`src/rtl/wide_read_burst_mem_if.sv`:
```
// ---------------------------------------------------------------------------
// wide_read_burst_mem_if
//   Bundles the byte write port and the wide burst read port of
//   wide_read_burst_mem.
//   master : producer/consumer side (drives writes, burst requests, rd_ready)
//   slave  : memory side (drives rd_busy, rd_valid, rd_data, rd_last)
//   Signals:
//     we, wa[AW_WORD+1:0], wd[7:0]       byte write
//     rd_start, rd_addr, rd_len          burst request (len = words - 1)
//     rd_busy                            burst in progress
//     rd_valid, rd_ready                 read word handshake
//     rd_data[31:0], rd_last             read word, final-word flag
// ---------------------------------------------------------------------------
interface wide_read_burst_mem_if #(
    parameter int AW_WORD = 6
) ();
    logic               we;
    logic [AW_WORD+1:0] wa;
    logic [7:0]         wd;
    logic               rd_start;
    logic [AW_WORD-1:0] rd_addr;
    logic [AW_WORD-1:0] rd_len;
    logic               rd_busy;
    logic               rd_valid;
    logic               rd_ready;
    logic [31:0]        rd_data;
    logic               rd_last;

    modport master (
        output we, wa, wd, rd_start, rd_addr, rd_len, rd_ready,
        input  rd_busy, rd_valid, rd_data, rd_last
    );

    modport slave (
        input  we, wa, wd, rd_start, rd_addr, rd_len, rd_ready,
        output rd_busy, rd_valid, rd_data, rd_last
    );
endinterface

```
`src/rtl/wide_read_burst_mem.sv`:
```
// ---------------------------------------------------------------------------
// wide_read_burst_mem
//   Byte-addressed (4 * 2**AW_WORD) x 8 memory with an 8-bit write port and a
//   32-bit little-endian burst read port (lane k = mem[{word,k}]).
//   Ports:
//     clk    in  single clock, rising edge
//     rst_n  in  asynchronous active-low reset (control and rd_data only;
//                the memory array keeps its contents)
//     bus    wide_read_burst_mem_if.slave (write port + burst read port)
//   Optional feature:
//     WIDE_READ_BYPASS_EN  when defined, a write landing on the same edge as
//                          the fetch of that byte forwards wd into the fetched
//                          lane. Undefined: read-before-write, old byte.
// ---------------------------------------------------------------------------
module wide_read_burst_mem #(
    parameter int AW_WORD = 6,
    parameter int LANES   = 4
) (
    input logic                   clk,
    input logic                   rst_n,
    wide_read_burst_mem_if.slave  bus
);
    localparam int LW    = $clog2(LANES);
    localparam int DEPTH = LANES << AW_WORD;

    typedef enum logic [1:0] {IDLE, FETCH, DRAIN} state_t;

    logic [7:0]         mem [DEPTH];
    state_t             state;
    logic [AW_WORD-1:0] ptr;
    logic [AW_WORD-1:0] remain;
    logic [8*LANES-1:0] fetch_word;
    logic               fetch_en;

    // Memory array: no reset, writes accepted in every state.
    always_ff @(posedge clk) begin
        if (bus.we) begin
            mem[bus.wa] <= bus.wd;
        end
    end

    // Gather all lanes of the word at ptr. The array is read before this
    // edge's write lands, so a colliding byte returns its old value unless
    // forwarding is compiled in.
    always_comb begin
        fetch_word = '0;
        for (int k = 0; k < LANES; k++) begin
            fetch_word[8*k +: 8] = mem[{ptr, LW'(k)}];
`ifdef WIDE_READ_BYPASS_EN
            if (bus.we && (bus.wa == {ptr, LW'(k)})) begin
                fetch_word[8*k +: 8] = bus.wd;
            end
`endif
        end
    end

    // A new word may be loaded when the output slot is empty or being
    // drained this edge.
    assign fetch_en = (state == FETCH) && (!bus.rd_valid || bus.rd_ready);

    always_ff @(posedge clk or negedge rst_n) begin
        if (!rst_n) begin
            state       <= IDLE;
            ptr         <= '0;
            remain      <= '0;
            bus.rd_busy <= 1'b0;
            bus.rd_valid<= 1'b0;
            bus.rd_last <= 1'b0;
            bus.rd_data <= '0;
        end else begin
            case (state)
                IDLE: begin
                    if (bus.rd_start) begin
                        ptr         <= bus.rd_addr;
                        remain      <= bus.rd_len;
                        bus.rd_busy <= 1'b1;
                        state       <= FETCH;
                    end
                end
                FETCH: begin
                    if (fetch_en) begin
                        bus.rd_data  <= fetch_word;
                        bus.rd_valid <= 1'b1;
                        bus.rd_last  <= (remain == '0);
                        ptr          <= ptr + 1'b1;  // wraps at the top word
                        if (remain == '0) begin
                            state <= DRAIN;
                        end else begin
                            remain <= remain - 1'b1;
                        end
                    end
                end
                DRAIN: begin
                    // Requests arriving here are dropped; rd_busy is still 1.
                    if (bus.rd_valid && bus.rd_ready) begin
                        bus.rd_valid <= 1'b0;
                        bus.rd_last  <= 1'b0;
                        bus.rd_busy  <= 1'b0;
                        state        <= IDLE;
                    end
                end
                default: state <= IDLE;
            endcase
        end
    end
endmodule

```
`src/flat_wrapper.sv`:
```
// flat-port wrapper written by rule: the top's interface ports become plain ports
module wide_read_burst_mem_flat 
#(
    parameter int AW_WORD = 6,
    parameter int LANES   = 4
)
  (clk, rst_n, bus_we, bus_wa, bus_wd, bus_rd_start, bus_rd_addr, bus_rd_len, bus_rd_ready, bus_rd_busy, bus_rd_valid, bus_rd_data, bus_rd_last);
  wide_read_burst_mem_if #(.AW_WORD(AW_WORD)) bus_i ();
  input logic clk;
  input logic rst_n;
  input wire logic [$bits(bus_i.we)-1:0] bus_we;
  input wire logic [$bits(bus_i.wa)-1:0] bus_wa;
  input wire logic [$bits(bus_i.wd)-1:0] bus_wd;
  input wire logic [$bits(bus_i.rd_start)-1:0] bus_rd_start;
  input wire logic [$bits(bus_i.rd_addr)-1:0] bus_rd_addr;
  input wire logic [$bits(bus_i.rd_len)-1:0] bus_rd_len;
  input wire logic [$bits(bus_i.rd_ready)-1:0] bus_rd_ready;
  output wire logic [$bits(bus_i.rd_busy)-1:0] bus_rd_busy;
  output wire logic [$bits(bus_i.rd_valid)-1:0] bus_rd_valid;
  output wire logic [$bits(bus_i.rd_data)-1:0] bus_rd_data;
  output wire logic [$bits(bus_i.rd_last)-1:0] bus_rd_last;
  assign bus_i.we = bus_we;
  assign bus_i.wa = bus_wa;
  assign bus_i.wd = bus_wd;
  assign bus_i.rd_start = bus_rd_start;
  assign bus_i.rd_addr = bus_rd_addr;
  assign bus_i.rd_len = bus_rd_len;
  assign bus_i.rd_ready = bus_rd_ready;
  assign bus_rd_busy = bus_i.rd_busy;
  assign bus_rd_valid = bus_i.rd_valid;
  assign bus_rd_data = bus_i.rd_data;
  assign bus_rd_last = bus_i.rd_last;
  wide_read_burst_mem #(.AW_WORD(AW_WORD), .LANES(LANES)) u_core (.clk(clk), .rst_n(rst_n), .bus(bus_i));
endmodule
```
`config.mk`:
```
export PLATFORM = sky130hd
export DESIGN_NAME = wide_read_burst_mem_flat
export DESIGN_NICKNAME = d
export VERILOG_FILES = /design/src/rtl/wide_read_burst_mem_if.sv /design/src/rtl/wide_read_burst_mem.sv /design/src/flat_wrapper.sv
export SDC_FILE = /design/constraint.sdc
export NUM_CORES = 2
export LEC_CHECK = 0
export BUFFER_PORTS_ARGS = -buffer_cell sky130_fd_sc_hd__buf_2
export CAP_MARGIN = 10
export CORE_ASPECT_RATIO = 0.8
export CORE_MARGIN = 3
export CORE_UTILIZATION = 55
export DETAILED_ROUTE_END_ITERATION = 8
export GPL_TIMING_DRIVEN = 0
export PLACE_DENSITY = 0.69
export SYNTH_ARGS = -nofsm -noshare
export SYNTH_HDL_FRONTEND = slang
export SYNTH_SLANG_ARGS = --single-unit
```
`constraint.sdc`:
```
create_clock -name clk -period 4.79 [get_ports clk]
set_clock_uncertainty 0.05 [all_clocks]
set_input_delay 0.2395 -clock clk [delete_from_list [all_inputs] [get_ports clk]]
set_output_delay 0.2395 -clock clk [all_outputs]
set_load 0.005 [all_outputs]
```
# After elaboration in Yosys (flattened, before gate mapping)
# Memory sizes are Yosys's and may differ from the RTL's. A register that Yosys moved wholly into a read port is not among the register bits.
# Index checks and enable logic that the tools add are counted.
# op_classes
add_sub_neg	2
eq_ne	7
muxes	21
reduce_logical	19
# ops
cell	n
$mux 6	5
$pmux 6 s2	2
$reduce_and 3->1	3
$mux 2	4
$reduce_and 4->1	2
$add 6x1->6 const B	1
$logic_not 6->1	1
$mux 1	6
$ne 2x2->1 const B	3
$pmux 1 s2	3
$pmux 2 s3	1
$reduce_bool 2->1	3
$sub 6x1->6 const B	1
$logic_not 1->1	5
$ne 2x1->1 const B	2
$eq 2x1->1 const B	1
$eq 2x2->1 const B	1
$logic_and 1x1->1	2
$logic_not 2->1	1
$reduce_and 2->1	1
$logic_or 1x1->1	1
# totals
register_bits	17
mem_bits_rw	2048
in_bits	33
out_inout_bits	35
elab_cells	56
mem_count	1
# mem_list
name	depth	width	read_ports	rd_clocked_by_memory_dff	write_ports	line_no	source
u_core.mem	256	8	4	4	1	wide_read_burst_mem.sv:28	logic [7:0] mem [DEPTH];

# Logic depth before layout (Yosys ltp)
# logic_depth
depth_word	5
depth_mapped	10
depth_no_buf	6

# Worst setup path after synthesis
# OpenSTA, ideal clock, no wires.
# synth_path
kind	register to register
from	reg u_core.ptr[0]
to	reg u_core.bus.rd_data[26] (read register of u_core.mem)
setup_ps	126
t_arrival_ps	2036
required_ps	4614
path_slack_ps	2578
stages_incl_launch_ff	9
path_buffers	4
period_less_slack_ps	2212
cell_sequence	dfrtp_1 buf_6 buf_8 buf_8 buf_2 mux4_2 mux2i_1 o21ai_0 a221o_1
# synth_rtl
item	line_no	source
start, declared	wide_read_burst_mem.sv:30	logic [AW_WORD-1:0] ptr;
start signal, assigned	wide_read_burst_mem.sv:74	ptr <= bus.rd_addr;
start signal, assigned	wide_read_burst_mem.sv:85	ptr <= ptr + 1'b1;
end, declared	wide_read_burst_mem_if.sv:36	output rd_busy, rd_valid, rd_data, rd_last

==> metrics.txt <==
# TYPE chip_impl_metric gauge
chip_impl_metric{name="gp_congestion",unit=""} 1.15
chip_impl_metric{name="numCtsBuffers",unit=""} 195
chip_impl_metric{name="wirelength",unit="mm"} 287
chip_impl_metric{name="p_per_area",unit="nW/um^2"} 576
chip_impl_metric{name="max_slew.worst_pin.slew",unit="ns"} 1.46
chip_impl_metric{name="top_level_ports",unit=""} 68
chip_impl_metric{name="remaining_drc_errors",unit=""} 0
chip_impl_metric{name="timing.final.max_slew_violations",unit=""} 0
chip_impl_metric{name="crit_required",unit="ns"} 5.52
chip_impl_metric{name="final_layout_size_suffix_gt1_share",unit="%"} 18.4
chip_impl_metric{name="grt_pass1_vias",unit=""} 43223
chip_impl_metric{name="detailed_place.area",unit="sq um"} 85600
chip_impl_metric{name="power",unit="mW"} 53.1
chip_impl_metric{name="die-area",unit="sq um"} 153000
chip_impl_info{name="cts_tree",value="done"} 1
chip_impl_info{name="worst_hold_path_type",value="primary input to flop"} 1
chip_impl_metric{name="finalWorstSetupSlack",unit="ns"} -0.198
chip_impl_metric{name="ff_latch_area",unit="sq um"} 62700
chip_impl_metric{name="place_ws",unit="ns"} 0.165
chip_impl_metric{name="cell_count_after_synthesis",unit=""} 4219
chip_impl_metric{name="cts.sink_count",unit=""} 2097
chip_impl_metric{name="seq_area_frac_synth",unit="%"} 76.8
chip_impl_info{name="worst_setup_path_start_kind",value="flop"} 1
chip_impl_metric{name="dr_total_vias",unit=""} 46953
chip_impl_metric{name="maxCapViolations",unit=""} 1
chip_impl_metric{name="numPortBuffers",unit=""} 67
chip_impl_metric{name="worstPathArrival",unit="ns"} 5.71
chip_impl_metric{name="max_freq",unit="GHz"} 0.200
chip_impl_metric{name="yosysUniqueCellTypes",unit=""} 59
chip_impl_info{name="ys_dominant_reg_cell",value="sky130_fd_sc_hd__edfxtp_1"} 1
chip_impl_metric{name="core_area",unit="sq um"} 146000
chip_impl_metric{name="slew_limit_headroom",unit="%"} 1.80
chip_impl_metric{name="first_iter_violations",unit=""} 8845
chip_impl_metric{name="report.final.setup_viol",unit=""} 3
chip_impl_metric{name="synthArstFlopShare",unit="%"} 2.34
chip_impl_metric{name="final-instance-count-excl-fill",unit=""} 6711
chip_impl_metric{name="clockBufferDepth",unit=""} 3
chip_impl_metric{name="min_period_over_period",unit="%"} 104
chip_impl_metric{name="syn2layout_area_growth",unit="%"} 12.9
chip_impl_metric{name="overflow_left_after_global_routing",unit=""} 0
chip_impl_metric{name="detail_route.vias_per_cell",unit=""} 7.00
chip_impl_metric{name="placed_cells_incl_taps",unit=""} 6315
chip_impl_metric{name="pre_repair_dr_iteration_count",unit=""} 8
chip_impl_info{name="path_class",value="flop to flop"} 1
chip_impl_metric{name="clk_latency",unit="ns"} 0.86
chip_impl_metric{name="post_drt_wl_per_cell",unit="microns"} 42.8
chip_impl_metric{name="cp_max_fo",unit=""} 10
chip_impl_metric{name="dieWidth",unit="microns"} 437
chip_impl_metric{name="clkTransAtPathRegs",unit="ns"} 0.06
chip_impl_metric{name="maximum_number_of_pins_on_one_net_before_global_route_repair",unit=""} 157
chip_impl_metric{name="cts-htree-levels",unit=""} 4
chip_impl_metric{name="grt_antenna_before_repair",unit=""} 18
chip_impl_info{name="violated_checks",value="capacitance limit, setup timing"} 1
chip_impl_info{name="outcome",value="finished with violations"} 1
chip_impl_metric{name="die-height",unit="microns"} 351
chip_impl_info{name="cts_root_buffer",value="sky130_fd_sc_hd__clkbuf_16"} 1
chip_impl_metric{name="layout.filler_cells",unit=""} 10242
chip_impl_metric{name="multi_input_area",unit="sq um"} 17700
chip_impl_metric{name="avg_inst_size_synth",unit="sq um"} 19.4
chip_impl_metric{name="grt_pass1_wl",unit="mm"} 379
chip_impl_metric{name="initial_utilization",unit="%"} 55.8
chip_impl_metric{name="ys_ff_latch",unit=""} 2097
chip_impl_info{name="end_kind",value="flop"} 1
chip_impl_metric{name="finalInstanceArea",unit="sq um"} 92200
chip_impl_metric{name="edff_count_synth",unit=""} 2048
chip_impl_metric{name="detailed_place_hpwl",unit="mm"} 200
chip_impl_metric{name="r2r_slack",unit="ns"} -0.20
chip_impl_metric{name="post-route-util",unit="%"} 63.0
chip_impl_metric{name="final_net_count",unit=""} 4618
chip_impl_metric{name="globalRouteTotalUtil",unit="%"} 37.5
chip_impl_metric{name="vdd_ir_drop_max",unit="uV"} 393
chip_impl_metric{name="finalCriticalPeriod",unit="ns"} 4.99
chip_impl_metric{name="postSynthNetCount",unit=""} 4255
chip_impl_metric{name="static-leakage-power",unit="nW"} 29.6
chip_impl_metric{name="yosysWarningCount",unit=""} 0
chip_impl_metric{name="postRouteAntennaNets",unit=""} 0
chip_impl_info{name="grt_setup_unrepaired",value="no"} 1
chip_impl_metric{name="final_hold_viol_count",unit=""} 0
chip_impl_metric{name="number_of_core_rows",unit=""} 125
chip_impl_metric{name="cts_setup_buffers",unit=""} 0
chip_impl_metric{name="synth_area",unit="sq um"} 81700
==> metrics by stage <==
| stage | setup TNS, ns | hold slack (ns) |
|---|---|---|
| after CTS | 0 | 0.0678 |
| after floorplan | 0 | -0.106 |
| after global routing | 0 | 0.105 |
| final | -0.319 | 0.144 |
| after global placement | -1.57 | 0.469 |
| after detailed placement | 0 | 0.228 |
==> per-layer routing <==
| metal | global-route usage (%) | wire length [microns] | vias to the layer above |
|---|---|---|---|
| met5 | 1.09 | 264 | - |
| met4 | 16.6 | 15100 | 12 |
| met3 | 18.2 | 48300 | 637 |
| met2 | 50.9 | 118000 | 3871 |
| met1 | 51.3 | 105000 | 24464 |
| li1 | - | - | 17969 |
==> worst paths after layout <==
path / start / to / cells past startpoint
worst max-delay path: u_core.ptr[1] / u_core.bus.rd_data[1] / 8
worst min-delay path: bus_wa[3] / u_core.mem[72][5] / 3
worst max register to register: u_core.ptr[1] / u_core.bus.rd_data[1] / 8
worst min register to register: u_core.bus.rd_data[21] / u_core.bus.rd_data[21] / 1
max in group asynchronous: rst_n / u_core.bus.rd_data[7] / 4
min in group asynchronous: rst_n / u_core.bus.rd_data[11] / 4
==> registers in the layout, indices dropped and copies added (netlist names) <==
| signal | flops |
|---|---|
| u_core.remain | 6 |
| u_core.ptr | 6 |
| u_core.mem | 2048 |
| u_core.bus.rd_busy | 1 |
| u_core.bus.rd_data | 32 |
| u_core.bus.rd_last | 1 |
| u_core.state | 2 |
| u_core.bus.rd_valid | 1 |
==> synthesized netlist by cell type, types with 3 or more instances <==
master,instances,area [sq um]
sky130_fd_sc_hd__a21oi_1,42,210
sky130_fd_sc_hd__a22oi_1,186,1400
sky130_fd_sc_hd__mux2_2,26,293
sky130_fd_sc_hd__a311oi_1,3,26.3
sky130_fd_sc_hd__buf_4,49,368
sky130_fd_sc_hd__nand2_1,91,342
sky130_fd_sc_hd__and3_1,6,37.5
sky130_fd_sc_hd__nand2b_1,8,50.1
sky130_fd_sc_hd__nand3_1,23,115
sky130_fd_sc_hd__a31oi_1,28,175
sky130_fd_sc_hd__nand3b_1,4,30.0
sky130_fd_sc_hd__nor4_1,4,25.0
sky130_fd_sc_hd__buf_1,21,78.8
sky130_fd_sc_hd__a211oi_1,51,383
sky130_fd_sc_hd__a2bb2oi_1,5,43.8
sky130_fd_sc_hd__o21ai_0,50,250
sky130_fd_sc_hd__a221oi_1,11,96.3
sky130_fd_sc_hd__o211ai_1,4,30.0
sky130_fd_sc_hd__nor2b_1,19,119
sky130_fd_sc_hd__and4b_1,4,40.0
sky130_fd_sc_hd__or2_2,3,18.8
sky130_fd_sc_hd__nor4bb_1,4,40.0
sky130_fd_sc_hd__buf_6,10,113
sky130_fd_sc_hd__o22ai_1,58,363
sky130_fd_sc_hd__nor2_1,294,1100
sky130_fd_sc_hd__nor3_1,17,85.1
sky130_fd_sc_hd__inv_1,7,26.3
sky130_fd_sc_hd__edfxtp_1,2048,61500
sky130_fd_sc_hd__or4_1,4,30.0
sky130_fd_sc_hd__and2_1,5,31.3
sky130_fd_sc_hd__and4_1,3,26.3
sky130_fd_sc_hd__dfrtp_1,49,1230
sky130_fd_sc_hd__mux4_2,269,6060
sky130_fd_sc_hd__a221o_1,29,290
sky130_fd_sc_hd__buf_2,61,305
sky130_fd_sc_hd__nand4_1,51,319
sky130_fd_sc_hd__mux2i_1,523,5240
sky130_fd_sc_hd__nor3b_1,4,30.0
sky130_fd_sc_hd__clkbuf_1,116,435
sky130_fd_sc_hd__ha_1,3,37.5
==> area by class of cell <==
type                    count  area share, %
diodes                     10         0.0271
plain buffers             261           1.46
clock buffers             247           5.63
clock inverters           101           1.05
inverters                   7         0.0285
multi-input cells        1854           19.2
flip-flops and latches   2097           68.0
well taps                1968           2.67
repair buffers            166           1.92
==> worst max-delay path, stage by stage (launching register included) <==
cell	delay, ns
sky130_fd_sc_hd__dfrtp_1	0.51
sky130_fd_sc_hd__buf_4	0.25
sky130_fd_sc_hd__buf_2	0.45
sky130_fd_sc_hd__buf_1	0.71
sky130_fd_sc_hd__buf_8	0.26
sky130_fd_sc_hd__clkbuf_1	0.81
sky130_fd_sc_hd__o22ai_1	0.34
sky130_fd_sc_hd__a211oi_1	1.24
sky130_fd_sc_hd__a221o_1	0.24
==> report_power, final <==
| part | leakage, nW | switching, mW | internal (mW) |
|---|---|---|---|
| Sequential | 19.0 | 0.295 | 20.4 |
| Clock | 3.02 | 6.84 | 8.51 |
| Combinational | 7.60 | 11.8 | 5.23 |
| Total | 29.6 | 19.0 | 34.1 |
==> logic make-up (layout without fill, tap and decap cells) <==
logic type / after synthesis / after routing / synth area share [%]
DFF: 2097 / 2097 / 76.8
buffers and inverters: 268 / 782 / 1.68
AOI/OAI and AO/OA: 483 / 483 / 4.18
adders and majority gates: 3 / 3 / 0.0460
and+or+nand+nor: 550 / 550 / 3.09
muxes: 818 / 818 / 14.2
other: 0 / 10 / 0
==> timing repair <==
action                                  4_1_cts  5_1_grt
hold buffers                                 28        0
endpoints found under the hold margin       804        0
gates resized for setup                       0        5
endpoints found under the setup margin        0        5
==> cell usage in the layout (no fill, tap or decap), types with 6 or more instances in the layout <==
master and instances:
sky130_fd_sc_hd__buf_4 60, sky130_fd_sc_hd__mux4_2 269, sky130_fd_sc_hd__a211oi_1 47, sky130_fd_sc_hd__inv_1 7
sky130_fd_sc_hd__nand3_1 23, sky130_fd_sc_hd__nand2_1 91, sky130_fd_sc_hd__bufinv_16 16, sky130_fd_sc_hd__buf_6 40
sky130_fd_sc_hd__o22ai_1 58, sky130_fd_sc_hd__edfxtp_1 2048, sky130_fd_sc_hd__a221o_1 29, sky130_fd_sc_hd__nor3_1 12
sky130_fd_sc_hd__dfrtp_1 49, sky130_fd_sc_hd__buf_2 120, sky130_fd_sc_hd__nand2b_1 8, sky130_fd_sc_hd__a21oi_1 42
sky130_fd_sc_hd__buf_1 21, sky130_fd_sc_hd__buf_8 24, sky130_fd_sc_hd__buf_16 15, sky130_fd_sc_hd__nor2_2 22
sky130_fd_sc_hd__clkinv_1 38, sky130_fd_sc_hd__and3_1 6, sky130_fd_sc_hd__clkbuf_16 199, sky130_fd_sc_hd__nand4_1 51
sky130_fd_sc_hd__diode_2 10, sky130_fd_sc_hd__nor2b_1 19, sky130_fd_sc_hd__clkbuf_2 7, sky130_fd_sc_hd__o21ai_0 50
sky130_fd_sc_hd__dlygate4sd3_1 27, sky130_fd_sc_hd__a31oi_1 27, sky130_fd_sc_hd__mux2i_1 523, sky130_fd_sc_hd__a221oi_1 11
sky130_fd_sc_hd__clkinv_2 33, sky130_fd_sc_hd__nor2_1 272, sky130_fd_sc_hd__a22oi_1 186, sky130_fd_sc_hd__clkbuf_1 155
sky130_fd_sc_hd__mux2_2 26
Note: power is estimated with default switching activity, not from simulation.
